**src/rtl/unlock_ctrl_if.sv**
```systemverilog
// Handshake bundle between the digit-entry/comparator side and the unlock sequencer.
interface unlock_ctrl_if;
  logic       check;
  logic       match;
  logic       lock_req;
  logic       judge_en;
  logic       unlock;
  logic       alarm;
  logic       clr_entry;
  logic       busy;
  logic [3:0] fail_cnt;

  modport master (
    output check, match, lock_req,
    input  judge_en, unlock, alarm, clr_entry, busy, fail_cnt
  );

  modport slave (
    input  check, match, lock_req,
    output judge_en, unlock, alarm, clr_entry, busy, fail_cnt
  );
endinterface

```
**src/rtl/unlock_ctrl.sv**
```systemverilog
// Unlock sequencer: triggers the password comparator, acts on its verdict,
// holds the lock open for a fixed time, and enforces an alarm lockout after
// too many consecutive wrong entries.
module unlock_ctrl #(
  parameter int unsigned MAX_FAIL    = 3,
  parameter int unsigned OPEN_CYC    = 250_000_000,
  parameter int unsigned LOCKOUT_CYC = 500_000_000
) (
  input  logic         clk,
  input  logic         rst_n,
  unlock_ctrl_if.slave bus
);

  typedef enum logic [1:0] {
    IDLE    = 2'd0,
    JUDGE   = 2'd1,
    OPEN    = 2'd2,
    LOCKOUT = 2'd3
  } state_t;

  // Timers count down from N-1 so that the output stays asserted for exactly N cycles.
  localparam logic [31:0] OPEN_LOAD = 32'(OPEN_CYC - 1);
  localparam logic [31:0] LOCK_LOAD = 32'(LOCKOUT_CYC - 1);
  // Failure count at which one more wrong entry triggers lockout.
  localparam logic [3:0]  FAIL_LAST = 4'(MAX_FAIL - 1);

  state_t      state_r;
  logic        judge_ph_r;   // 0 = first JUDGE cycle, 1 = second (verdict edge next)
  logic [31:0] timer_r;
  logic [3:0]  fail_cnt_r;
  logic        judge_en_r;
  logic        unlock_r;
  logic        alarm_r;
  logic        clr_entry_r;
  logic        busy_r;
  logic        timer_zero_s;

  assign timer_zero_s = (timer_r == 32'd0);

  assign bus.judge_en  = judge_en_r;
  assign bus.unlock    = unlock_r;
  assign bus.alarm     = alarm_r;
  assign bus.clr_entry = clr_entry_r;
  assign bus.busy      = busy_r;
  assign bus.fail_cnt  = fail_cnt_r;

  // Sequencer state, timer, failure counter and all registered outputs.
  always_ff @(posedge clk) begin
    if (!rst_n) begin
      state_r     <= IDLE;
      judge_ph_r  <= 1'b0;
      timer_r     <= 32'd0;
      fail_cnt_r  <= 4'd0;
      judge_en_r  <= 1'b0;
      unlock_r    <= 1'b0;
      alarm_r     <= 1'b0;
      clr_entry_r <= 1'b0;
      busy_r      <= 1'b0;
    end else begin
      clr_entry_r <= 1'b0;
      case (state_r)
        IDLE: begin
          if (bus.check) begin
            state_r    <= JUDGE;
            judge_ph_r <= 1'b0;
            judge_en_r <= 1'b1;
            busy_r     <= 1'b1;
          end
        end
        JUDGE: begin
          if (!judge_ph_r) begin
            judge_ph_r <= 1'b1;
          end else begin
            // Verdict edge: comparator result is sampled here.
            judge_ph_r  <= 1'b0;
            judge_en_r  <= 1'b0;
            clr_entry_r <= 1'b1;
            if (bus.match) begin
              fail_cnt_r <= 4'd0;
              unlock_r   <= 1'b1;
              timer_r    <= OPEN_LOAD;
              state_r    <= OPEN;
            end else if (fail_cnt_r == FAIL_LAST) begin
              fail_cnt_r <= 4'd0;
              alarm_r    <= 1'b1;
              timer_r    <= LOCK_LOAD;
              state_r    <= LOCKOUT;
            end else begin
              fail_cnt_r <= fail_cnt_r + 4'd1;
              busy_r     <= 1'b0;
              state_r    <= IDLE;
            end
          end
        end
        OPEN: begin
          // Relock request and expiry coinciding still give one return to IDLE.
          if (bus.lock_req || timer_zero_s) begin
            unlock_r <= 1'b0;
            busy_r   <= 1'b0;
            state_r  <= IDLE;
          end else begin
            timer_r <= timer_r - 32'd1;
          end
        end
        LOCKOUT: begin
          if (timer_zero_s) begin
            alarm_r <= 1'b0;
            busy_r  <= 1'b0;
            state_r <= IDLE;
          end else begin
            timer_r <= timer_r - 32'd1;
          end
        end
        default: begin
          state_r    <= IDLE;
          judge_ph_r <= 1'b0;
          timer_r    <= 32'd0;
          judge_en_r <= 1'b0;
          unlock_r   <= 1'b0;
          alarm_r    <= 1'b0;
          busy_r     <= 1'b0;
        end
      endcase
    end
  end

endmodule

```
**src/flat_wrapper.sv**
```systemverilog
// flat-port wrapper written by rule: the top's interface ports become plain ports
module unlock_ctrl_flat 
#(
  parameter int unsigned MAX_FAIL    = 3,
  parameter int unsigned OPEN_CYC    = 250_000_000,
  parameter int unsigned LOCKOUT_CYC = 500_000_000
)
  (clk, rst_n, bus_check, bus_match, bus_lock_req, bus_judge_en, bus_unlock, bus_alarm, bus_clr_entry, bus_busy, bus_fail_cnt);
  unlock_ctrl_if bus_i ();
  input  logic clk;
  input  logic rst_n;
  input wire logic [$bits(bus_i.check)-1:0] bus_check;
  input wire logic [$bits(bus_i.match)-1:0] bus_match;
  input wire logic [$bits(bus_i.lock_req)-1:0] bus_lock_req;
  output wire logic [$bits(bus_i.judge_en)-1:0] bus_judge_en;
  output wire logic [$bits(bus_i.unlock)-1:0] bus_unlock;
  output wire logic [$bits(bus_i.alarm)-1:0] bus_alarm;
  output wire logic [$bits(bus_i.clr_entry)-1:0] bus_clr_entry;
  output wire logic [$bits(bus_i.busy)-1:0] bus_busy;
  output wire logic [$bits(bus_i.fail_cnt)-1:0] bus_fail_cnt;
  assign bus_i.check = bus_check;
  assign bus_i.match = bus_match;
  assign bus_i.lock_req = bus_lock_req;
  assign bus_judge_en = bus_i.judge_en;
  assign bus_unlock = bus_i.unlock;
  assign bus_alarm = bus_i.alarm;
  assign bus_clr_entry = bus_i.clr_entry;
  assign bus_busy = bus_i.busy;
  assign bus_fail_cnt = bus_i.fail_cnt;
  unlock_ctrl #(.MAX_FAIL(MAX_FAIL), .OPEN_CYC(OPEN_CYC), .LOCKOUT_CYC(LOCKOUT_CYC)) u_core (.clk(clk), .rst_n(rst_n), .bus(bus_i));
endmodule
```
**config.mk**
```make
export PLATFORM = sky130hd
export DESIGN_NAME = unlock_ctrl_flat
export DESIGN_NICKNAME = d
export VERILOG_FILES = /design/src/rtl/unlock_ctrl_if.sv /design/src/rtl/unlock_ctrl.sv /design/src/flat_wrapper.sv
export SDC_FILE = /design/constraint.sdc
export NUM_CORES = 1
export LEC_CHECK = 0
export ABC_CLOCK_PERIOD_IN_PS = 2320
export CORE_UTILIZATION = 47
export DETAILED_ROUTE_END_ITERATION = 7
export GPL_ROUTABILITY_DRIVEN = 0
export PLACE_DENSITY = 0.67
export SLEW_MARGIN = 20
export SYNTH_ARGS = -nofsm -noshare
export SYNTH_HDL_FRONTEND = slang
export SYNTH_SLANG_ARGS = --single-unit
```
**constraint.sdc**
```tcl
create_clock -name clk -period 2.32 [get_ports clk]
set_input_delay 0.232 -clock clk [delete_from_list [all_inputs] [get_ports clk]]
set_output_delay 0.232 -clock clk [all_outputs]
set_load 0.02 [all_outputs]
```
==> summary.txt <==
Setup path
  – WP buf/inv: 0
  – Crit. Startpoint: u_core.timer_r[19]
  – Most frequent CP cell: or4_4
  – Crit-path leading delay family: simple AND/OR/NAND/NOR gates
  – R2R setup slack: -0.06 ns
  – Critical Path AT: 2.57 ns
  – Cells on worst reg2reg path: 6
  – Peak per-stage delay on the critical path: 0.67 ns
  – R2r startpoint: u_core.timer_r[19]
  – CP required: 2.52 ns
  – Critical Path Start Type: flop
  – Slowest CP cell: or4_4
  – Crit path cell chain: or3_4 -> or4_4 -> or4_4 -> nand2_2 -> nor3_1 -> o31a_1
  – Worst Setup End Kind: flop
  – CP max FO: 13
  – FF-to-FF End: u_core.timer_r[17]
  – Critical path type: flop to flop

Finish
  – Antenna Cells: 0
  – Final layout net count: 356
  – Share of layout cells above drive strength 1: 0.192
  – Multi-input logic area: 1400 µm²
  – Final instance area: 2960 µm²
  – Layout area overhead: 26.6%
  – Fillers: 460
  – Storage cell area: 882 µm²
  – Final Util: 0.622

Logic synthesis
  – Sequential-to-total area share from yosys stat: 0.377
  – Most common cell in the synthesized netlist: dfxtp_1
  – Synth top area cells: dfxtp_1 38%, a21oi_1 6.6%, nor2_1 5.1%, nor3_1 4.5%, nand2_1 4.2%
  – Synth top area share: 0.377
  – Dominant cell type by area after synthesis: dfxtp_1
  – FFs w/ async S/R, synth: 0
  – Synth unique cells: 47
  – Mapped Cells: 302
  – Syn Area/Cell: 7.74 µm²
  – Ys Warns: 0
  – FF+latch count, synth: 44
  – Top cells by instance count after synthesis: 44 x dfxtp_1, 32 x nor2_1, 31 x a21oi_1
  – EDFF count, synth: 0
  – Cell Area, Synth: 2340 µm²
  – Top_reg_cell synth: dfxtp_1
  – Post-synthesis net count: 310

Global route
  – Initial antenna violation count: 0
  – All-Layer GR Usage: 0.270
  – First-pass GRT wire length: 11000 µm
  – Largest net degree at the start of global routing: 27
  – Gr ovfl total: 0
  – Vias in the first global route: 2285

Timing
  – Final min period: 2.38 ns
  – Tcrit/Tclk final: 1.02
  – Setup violators final: 4
  – Worst hold slack: 0.469 ns
  – Max Clock Skew: 0.00850 ns
  – Worst-Margin Slew: 0.434 ns
  – Fin. Hold Viols: 0
  – Max Slew Vio Count: 0
  – RSZ-0062 raised after global routing: yes
  – Max_slew headroom: 0.708
  – Setup WS post-layout: -0.0571 ns
  – Maximum clock rate: 421 MHz

CTS
  – Skew-Pair Late Insertion Delay: 0.30 ns
  – CTS tree: built
  – Root Buffer: clkbuf_8
  – Htree depth: 2
  – CTS Buffer Depth: 2
  – Sink Count: 44
  – Worst-path clk slew: 0.09 ns
  – Number of CTS-inserted buffers: 5
  – Cts hold-fix bufs: 0

Die
  – IO Count: 14
  – Die height: 72.5 µm
  – Die area: 5260 µm²
  – # rows: 25
  – Starting Density: 0.491
  – Core Area: 4750 µm²
  – Die W: 72.5 µm

Worst hold path
  – Worst hold start: u_core.bus.busy
  – Hold Path Stages: 2
  – Worst min path class: flop to flop
  – Worst Hold Path EP: u_core.bus.busy

Drt
  – Vias/cell: 5.90
  – Vias: 2453
  – Final wirelength: 6520 µm
  – 1st-iter DRT viols: 181
  – Remaining DRCs: 0
  – Wire per inst: 15.7 µm
  – DR pass1 iterations: 5
  – DRT antenna net count: 0

Placement
  – I/O Buffers: 13
  – Setup WS pre-CTS: -0.0565 ns
  – Area post-placement: 2790 µm²
  – Final HPWL DP: 4650 µm

Job
  – Number of max-cap violations: 0

Power
  – Peak supply drop: 403 µV
  – Cell Pwr Density: 728 nW/µm²
  – P_leak: 1.15 nW
  – Total power: 0.00215 W

Run status
  – Status: finished with violations
  – Failing checks: setup timing
==> logic make-up (layout without fill, tap and decap cells) <==
family | after synthesis | in the layout | synth area share
DFF | 44 | 44 | 0.377
and+or+nand+nor | 137 | 137 | 0.300
xor gates and xnor gates | 13 | 13 | 0.0487
adders and majority gates | 3 | 3 | 0.0161
AOI/OAI and AO/OA | 80 | 80 | 0.209
buffers and inverters | 25 | 72 | 0.0482
==> power by group <==
part           switching [W]  internal [W]
combinational       0.000417      0.000305
clock               0.000273      0.000319
sequential         0.0000411      0.000797
==> what timing repair did <==
item                                    in CTS  in global routing
gates resized for setup                      2                 11
buffers inserted                             0                  1
pin swaps                                    1                  9
endpoints found under the setup margin      10                 30
==> stage by stage <==
| step | setup TNS (ns) | cells |
|---|---|---|
| floorplan | -0.743 | 302 |
| global placement | -0.138 | 407 |
| detailed placement | -0.131 | 407 |
| CTS | 0 | 415 |
| global route | -1.47 | 416 |
| finish | -0.129 | 416 |
==> routing by layer <==
layer | share of wire | track usage | wire, µm | up-vias
li1 | - | - | - | 1198
met5 | 0 | 0 | 0 | -
met1 | 0.46 | 0.369 | 2980 | 1150
met4 | 0.019 | 0.0871 | 122 | 0
met2 | 0.46 | 0.430 | 2980 | 88
met3 | 0.066 | 0.0500 | 429 | 17
==> sequential cells by signal, summed over array words and instances (netlist names) <==
| signal | count |
|---|---|
| u_core.judge_ph_r | 1 |
| u_core.bus.judge_en | 1 |
| u_core.timer_r | 32 |
| u_core.state_r | 2 |
| u_core.bus.alarm | 1 |
| u_core.bus.unlock | 1 |
| u_core.bus.busy | 1 |
| u_core.bus.fail_cnt | 4 |
| u_core.bus.clr_entry | 1 |
==> tightest hold or removal path, delay by kind of cell, from the launching register on <==
family | cells | cell delay [ns]
flip-flops | 1 | 0.32
AO/OA/AOI/OAI | 1 | 0.06
AND/OR/NAND/NOR | 1 | 0.05
==> placed cells by master, fill, tap and decap left out, types with 4 or more instances in the layout <==
master	count
buf_4	40
nand2_1	25
nand4_1	10
inv_1	9
nor3_1	21
nand3_1	11
clkdlybuf4s50_1	13
clkbuf_8	5
a311oi_1	4
nor2_1	31
or3_1	6
a31oi_1	5
dfxtp_1	43
a21oi_1	27
nand2b_1	5
nor4_1	5
o21ai_0	16
xor2_1	11
a21oi_2	4
==> how the worst max path moves through the flow <==
stage | cells after the start | to
2_1_floorplan | 9 | u_core.timer_r[27]
3_3_place_gp | 6 | u_core.timer_r[17]
3_5_place_dp | 6 | u_core.timer_r[17]
4_1_cts | 8 | u_core.state_r[0]
5_1_grt | 6 | u_core.timer_r[17]
6_report | 6 | u_core.timer_r[17]
==> layout make-up <==
cell class / instances / share of cell area
clock buffer: 5 / 0.0233
clock inverter: 3 / 0.0144
inverter: 10 / 0.0127
multi-input combinational: 233 / 0.474
sequential: 44 / 0.298
tap: 67 / 0.0284
timing repair buffer: 54 / 0.149
Note: power is estimated with default switching activity, not from simulation.
